### src/rtl/prog_loader_pkg.sv
// cpuConfig: picoMIPS field widths, opcode encodings and loader state encoding
package cpuConfig;
    localparam int O_SIZE = 3;
    localparam int R_SIZE = 3;
    localparam int D_SIZE = 8;
    localparam int P_SIZE = 5;
    localparam int I_SIZE = O_SIZE + 2 * R_SIZE + D_SIZE;
    typedef enum logic [2:0] {
        NOP  = 3'd0,
        ADD  = 3'd1,
        ADDI = 3'd2,
        MUL  = 3'd3,
        MULI = 3'd4,
        LDS  = 3'd5
    } opCode_t;
    typedef enum logic [2:0] {
        IDLE,
        LOAD,
        WRITE,
        DONE,
        ERR
    } loadState_t;
endpackage

### src/rtl/instr_encoder.sv
// instr_encoder: masks unused fields per opcode and packs {op, rd, rs, imm}
module instr_encoder #(
    parameter int O_SIZE = cpuConfig::O_SIZE,
    parameter int R_SIZE = cpuConfig::R_SIZE,
    parameter int D_SIZE = cpuConfig::D_SIZE
) (
    input  logic [O_SIZE-1:0]                  op,
    input  logic [R_SIZE-1:0]                  rd,
    input  logic [R_SIZE-1:0]                  rs,
    input  logic [D_SIZE-1:0]                  imm,
    output logic [O_SIZE+2*R_SIZE+D_SIZE-1:0]  word,
    output logic                               illegal
);
    import cpuConfig::*;
    logic keepRd, keepRs, keepImm;
    assign illegal = op > O_SIZE'(LDS);
    assign keepRd  = op != O_SIZE'(NOP) && !illegal;
    assign keepRs  = keepRd && op != O_SIZE'(LDS);
    assign keepImm = op == O_SIZE'(ADDI) || op == O_SIZE'(MULI);
    assign word    = illegal ? '0 : {op, {R_SIZE{keepRd}} & rd, {R_SIZE{keepRs}} & rs, {D_SIZE{keepImm}} & imm};
endmodule

### src/rtl/prog_loader.sv
// prog_loader: accepts host instruction bundles, encodes them and writes program memory while holding the CPU
module prog_loader #(
    parameter int O_SIZE = cpuConfig::O_SIZE,
    parameter int R_SIZE = cpuConfig::R_SIZE,
    parameter int D_SIZE = cpuConfig::D_SIZE,
    parameter int P_SIZE = cpuConfig::P_SIZE
) (
    input  logic                              clk,
    input  logic                              nReset,
    input  logic                              start,
    input  logic                              inValid,
    output logic                              inReady,
    input  logic [O_SIZE-1:0]                 inOpCode,
    input  logic [R_SIZE-1:0]                 inRd,
    input  logic [R_SIZE-1:0]                 inRs,
    input  logic [D_SIZE-1:0]                 inImm,
    input  logic                              inLast,
    output logic                              memWe,
    output logic [P_SIZE-1:0]                 memAddr,
    output logic [O_SIZE+2*R_SIZE+D_SIZE-1:0] memData,
    output logic                              cpuHold,
    output logic                              done,
    output logic                              error,
    output logic [P_SIZE:0]                   wordCount
);
    import cpuConfig::*;
    localparam int I_SIZE = O_SIZE + 2 * R_SIZE + D_SIZE;
    loadState_t state;
    logic lastQ;
    logic [I_SIZE-1:0] encWord;
    logic encIllegal;
    instr_encoder #(.O_SIZE(O_SIZE), .R_SIZE(R_SIZE), .D_SIZE(D_SIZE)) uEnc (
        .op(inOpCode),
        .rd(inRd),
        .rs(inRs),
        .imm(inImm),
        .word(encWord),
        .illegal(encIllegal)
    );
    // Session FSM: one accept then one write strobe per word; the last address ends the session so memAddr never wraps
    always_ff @(posedge clk or negedge nReset) begin
        if (!nReset) begin
            state     <= IDLE;
            inReady   <= 1'b0;
            memWe     <= 1'b0;
            memAddr   <= '0;
            memData   <= '0;
            cpuHold   <= 1'b0;
            done      <= 1'b0;
            error     <= 1'b0;
            wordCount <= '0;
            lastQ     <= 1'b0;
        end else begin
            case (state)
                IDLE, DONE, ERR: begin
                    if (start) begin
                        state     <= LOAD;
                        inReady   <= 1'b1;
                        cpuHold   <= 1'b1;
                        memAddr   <= '0;
                        wordCount <= '0;
                        done      <= 1'b0;
                        error     <= 1'b0;
                    end
                end
                LOAD: begin
                    if (inValid && inReady) begin
                        inReady <= 1'b0;
                        if (encIllegal) begin
                            state <= ERR;
                            error <= 1'b1;
                        end else begin
                            state   <= WRITE;
                            memData <= encWord;
                            lastQ   <= inLast;
                            memWe   <= 1'b1;
                        end
                    end
                end
                WRITE: begin
                    memWe     <= 1'b0;
                    wordCount <= wordCount + (P_SIZE+1)'(1);
                    if (lastQ || &memAddr) begin
                        state   <= DONE;
                        done    <= 1'b1;
                        cpuHold <= 1'b0;
                    end else begin
                        state   <= LOAD;
                        memAddr <= memAddr + P_SIZE'(1);
                        inReady <= 1'b1;
                    end
                end
                default: state <= IDLE;
            endcase
        end
    end
endmodule

### config.mk
export PLATFORM = sky130hd
export DESIGN_NAME = prog_loader
export DESIGN_NICKNAME = d
export VERILOG_FILES = /design/src/rtl/prog_loader_pkg.sv /design/src/rtl/instr_encoder.sv /design/src/rtl/prog_loader.sv
export SDC_FILE = /design/constraint.sdc
export NUM_CORES = 1
export LEC_CHECK = 0
export CORE_MARGIN = 3
export CORE_UTILIZATION = 49
export CTS_CLUSTER_SIZE = 25
export DETAILED_ROUTE_END_ITERATION = 6
export GPL_TIMING_DRIVEN = 0
export PLACE_DENSITY = 0.84
export SETUP_SLACK_MARGIN = 0.05
export SLEW_MARGIN = 20
export SYNTH_ARGS = -nofsm -noshare
export SYNTH_HDL_FRONTEND = slang
export SYNTH_SLANG_ARGS = --single-unit
export TNS_END_PERCENT = 10
### constraint.sdc
create_clock -name clk -period 6.6 [get_ports clk]
set_clock_uncertainty 0.05 [all_clocks]
set_input_delay 1.32 -clock clk [delete_from_list [all_inputs] [get_ports clk]]
set_output_delay 1.32 -clock clk [all_outputs]
set_load 0.01 [all_outputs]
==> results by group <==
STA
  • Setup Viol. Count Final: 0
  • Min Tclk post-route: approximately 2.9 ns
  • Final Hold Fails: 0
  • RSZ-0062 raised after global routing: no
  • Final Cycle Share: about 45%
  • Rel. slew slack: between 30% and 40%
  • Slew @ Worst Pin: about 0.94 ns
  • Setup TNS: 0 ns
  • Peak Freq: between 300 and 400 MHz
  • Hold slack final: around 0.45 ns
  • Max-slew violations: 0

Detailed routing
  • Avg Vias per Cell: 5.18
  • DR vias: between 1000 and 1500
  • DRT Wirelength: 4.00 mm
  • DRT iter0 DRCs: 58
  • Initial DRT Pass Iterations: 4
  • DRC: 0
  • Routed len/inst: ~14 µm
  • Post-route ant nets: 0

Clocking
  • Post-CTS Hold Buffers: 0
  • CTS Buffer Depth: 2
  • CTS sink cnt: 37
  • CTS resizes: 0
  • Clk Tree Root Cell: clkbuf_4
  • Post-CTS Setup Bufs: 0
  • Num CTS Buffers: 5
  • H-Tree Level Count: 2
  • Worst-skew pair later-pin latency: 0.34 ns
  • Clock transition at the registers of the reported paths: roughly 0.10 ns
  • CTS tree: done

Synth
  • Syn Std Cell Area: 1730 µm²
  • YS warnings: 0
  • Largest cells by area after synthesis: dfrtp_1 54%, o21ai_0 7.2%, nand3_1 5.8%
  • Post-synthesis sequential area ratio: between 50% and 60%
  • Count of cell types in the netlist: 33
  • Yosys top cell by area: dfrtp_1
  • Syn Inst Count: between 150 and 200
  • #FFs+latches synth: 37
  • Top cell type's share of synthesized area: between 50% and 60%
  • Mapped Nets: 204
  • Avg Cell Area, Syn: just under 10 µm²

Global route
  • First-pass GRT wire length: 6.65 mm
  • Total Routing Usage GR: about a fifth
  • Largest net degree at the start of global routing: 27
  • Number of global-route vias before repair: between 1000 and 1500
  • GRT overflow: 0
  • Antenna violations before repair: 0

Placed design
  • Placed Instance Area: roughly 2300 µm²
  • Port Buffers: 54
  • Dpl hpwl: just under 3 mm
  • Gpl congestion: 0.774

Finish
  • # diodes: 0
  • Final instance area: 2390 µm²
  • Final net count: 266
  • Area grow syn2layout: 38.2%
  • Layout cell share with drive strength beyond 1: about 7.0%
  • Area taken by flip-flops and latches: 926 µm²
  • # fillers: 263
  • Area of the multi-input gates: 703 µm²

Floorplanning
  • Site row count: 20
  • Starting Density: between 50% and 60%
  • Die Ht: 65.4 µm
  • Core area: about 3200 µm²
  • Width of the die: 65.4 µm
  • Die area: about 4300 µm²
  • Top Ports: 55

Worst setup path
  • WP data arrival: 3.13 ns
  • Setup Crit Path Kind: in2reg
  • Setup crit start kind: primary input
  • Req. time, crit path: roughly 6.8 ns
  • Worst Path Max Fanout: 10
  • Worst setup EP type: flip-flop

Flow run
  • # Max-Cap Violations: 0

Pwr
  • VDD IR max: 0.000256 V
  • Power per cell area: 359 nW/µm²
  • P_leak: ~1.0 nW

Status
  • Status: finished, final reports clean

Min path
  • Hold WC Path Type: reg2reg
## per-stage QoR
stage          worst slack, ns  power [mW]  util, %  instances
6_report                  3.65       0.858     74.5        286
5_1_grt                   3.51       0.922     74.5        286
4_1_cts                   3.64       0.865     74.5        286
3_5_place_dp              3.28       0.750     73.0        278
3_3_place_gp              3.29       0.737     72.5        277
2_1_floorplan             3.97       0.547        -        179
## placed cells by master, fill, tap and decap left out, drive strengths merged
| cell | synthesis | routed |
|---|---|---|
| nor3b | 3 | 3 |
| a21boi | 1 | 1 |
| o21a | 1 | 1 |
| a221oi | 1 | 1 |
| and4b | 1 | 1 |
| a21oi | 7 | 7 |
| nor2b | 1 | 1 |
| inv | 17 | 17 |
| clkbuf | 4 | 12 |
| o211a | 1 | 1 |
| mux2 | 4 | 4 |
| o211ai | 4 | 4 |
| xor2 | 2 | 2 |
| mux2i | 1 | 1 |
| buf | 3 | 5 |
| clkdlybuf4s50 | 0 | 53 |
| nor3 | 3 | 3 |
| or3 | 1 | 1 |
| nand2 | 15 | 15 |
| nand3 | 20 | 20 |
| nand4b | 2 | 2 |
| o31ai | 1 | 1 |
| ha | 3 | 3 |
| or3b | 2 | 2 |
| nor4b | 1 | 1 |
| o21ai | 25 | 25 |
| and3 | 3 | 3 |
| nand2b | 1 | 1 |
| nor2 | 13 | 13 |
| dfrtp | 37 | 37 |
| or4b | 1 | 1 |
## worst paths after layout
| check | depth (start not counted) | to | from | slack, ns |
|---|---|---|---|---|
| worst min-delay path | 1 | done$_DFFE_PN0P_ | done$_DFFE_PN0P_ | 0.45 |
| worst min register to register | 1 | done$_DFFE_PN0P_ | done$_DFFE_PN0P_ | 0.45 |
| min in group asynchronous | 1 | memAddr[0]$_DFFE_PN0P_ | nReset | 0.79 |
| worst max register to register | 7 | memAddr[3]$_DFFE_PN0P_ | memAddr[0]$_DFFE_PN0P_ | 4.11 |
| worst max-delay path | 5 | memData[14]$_DFFE_PN0P_ | inValid | 3.65 |
| max in group asynchronous | 2 | memWe$_DFFE_PN0P_ | nReset | 5.28 |
## power by group
| group | internal (mW) | switching [mW] |
|---|---|---|
| Sequential | 0.303 | 0.0551 |
| Clock | 0.0424 | 0.0695 |
| Combinational | 0.200 | 0.188 |
## layout make-up
| class | instances | share of cell area, % |
|---|---|---|
| Buffer | 7 | 1.47 |
| Clock buffer | 8 | 2.04 |
| Inverter | 17 | 2.67 |
| Multi-Input combinational cell | 118 | 29.5 |
| Sequential cell | 37 | 38.8 |
| Tap cell | 44 | 2.31 |
| Timing Repair Buffer | 55 | 23.3 |
## routing by layer
layer  global-route usage [%]  up-vias  wire length, µm
met5                        0        -                0
met3                     4.44        7              182
met4                     9.33        0               70
met1                     26.2      692             1800
li1                         -      743                -
met2                     32.7       40             1940
## critical path, cell delays in order
cell,delay [ns]
clkdlybuf4s50_1,0.48
nand2_1,0.12
nor4b_2,0.53
buf_2,0.32
mux2_1,0.35
## state kept, by name (all words and copies together) (netlist names)
signal,cells
memData,17
wordCount,6
memAddr,5
state,3
cpuHold,1
done,1
error,1
inReady,1
lastQ,1
memWe,1
## cells in the mapped netlist
cell type  count
dfrtp_1       37
o21ai_0       25
nand3_1       20
inv_1         17
nand2_1       15
nor2_1        13
a21oi_1        7
clkbuf_1       4
o211ai_1       4
and3_1         3
ha_1           3
mux2_2         3
nor3_1         3
nor3b_1        3
nand4b_1       2
or3b_2         2
xor2_1         2
a21boi_1       1
a221oi_1       1
and4b_1        1
buf_1          1
buf_2          1
buf_6          1
mux2_1         1
mux2i_1        1
nand2b_1       1
nor2b_1        1
nor4b_2        1
o211a_4        1
o21a_1         1
o31ai_1        1
or3_1          1
or4b_4         1
## logic make-up after synthesis
| group | count (synthesis) | synth area share (%) |
|---|---|---|
| and+or+nand+nor | 67 | 20.5 |
| AOI/OAI and AO/OA | 41 | 13.8 |
| DFF | 37 | 53.6 |
| buffers and inverters | 24 | 5.72 |
| muxes | 5 | 3.19 |
| adders and majority gates | 3 | 2.17 |
| xor gates and xnor gates | 2 | 1.01 |
Power figures use the tool's default switching activity.
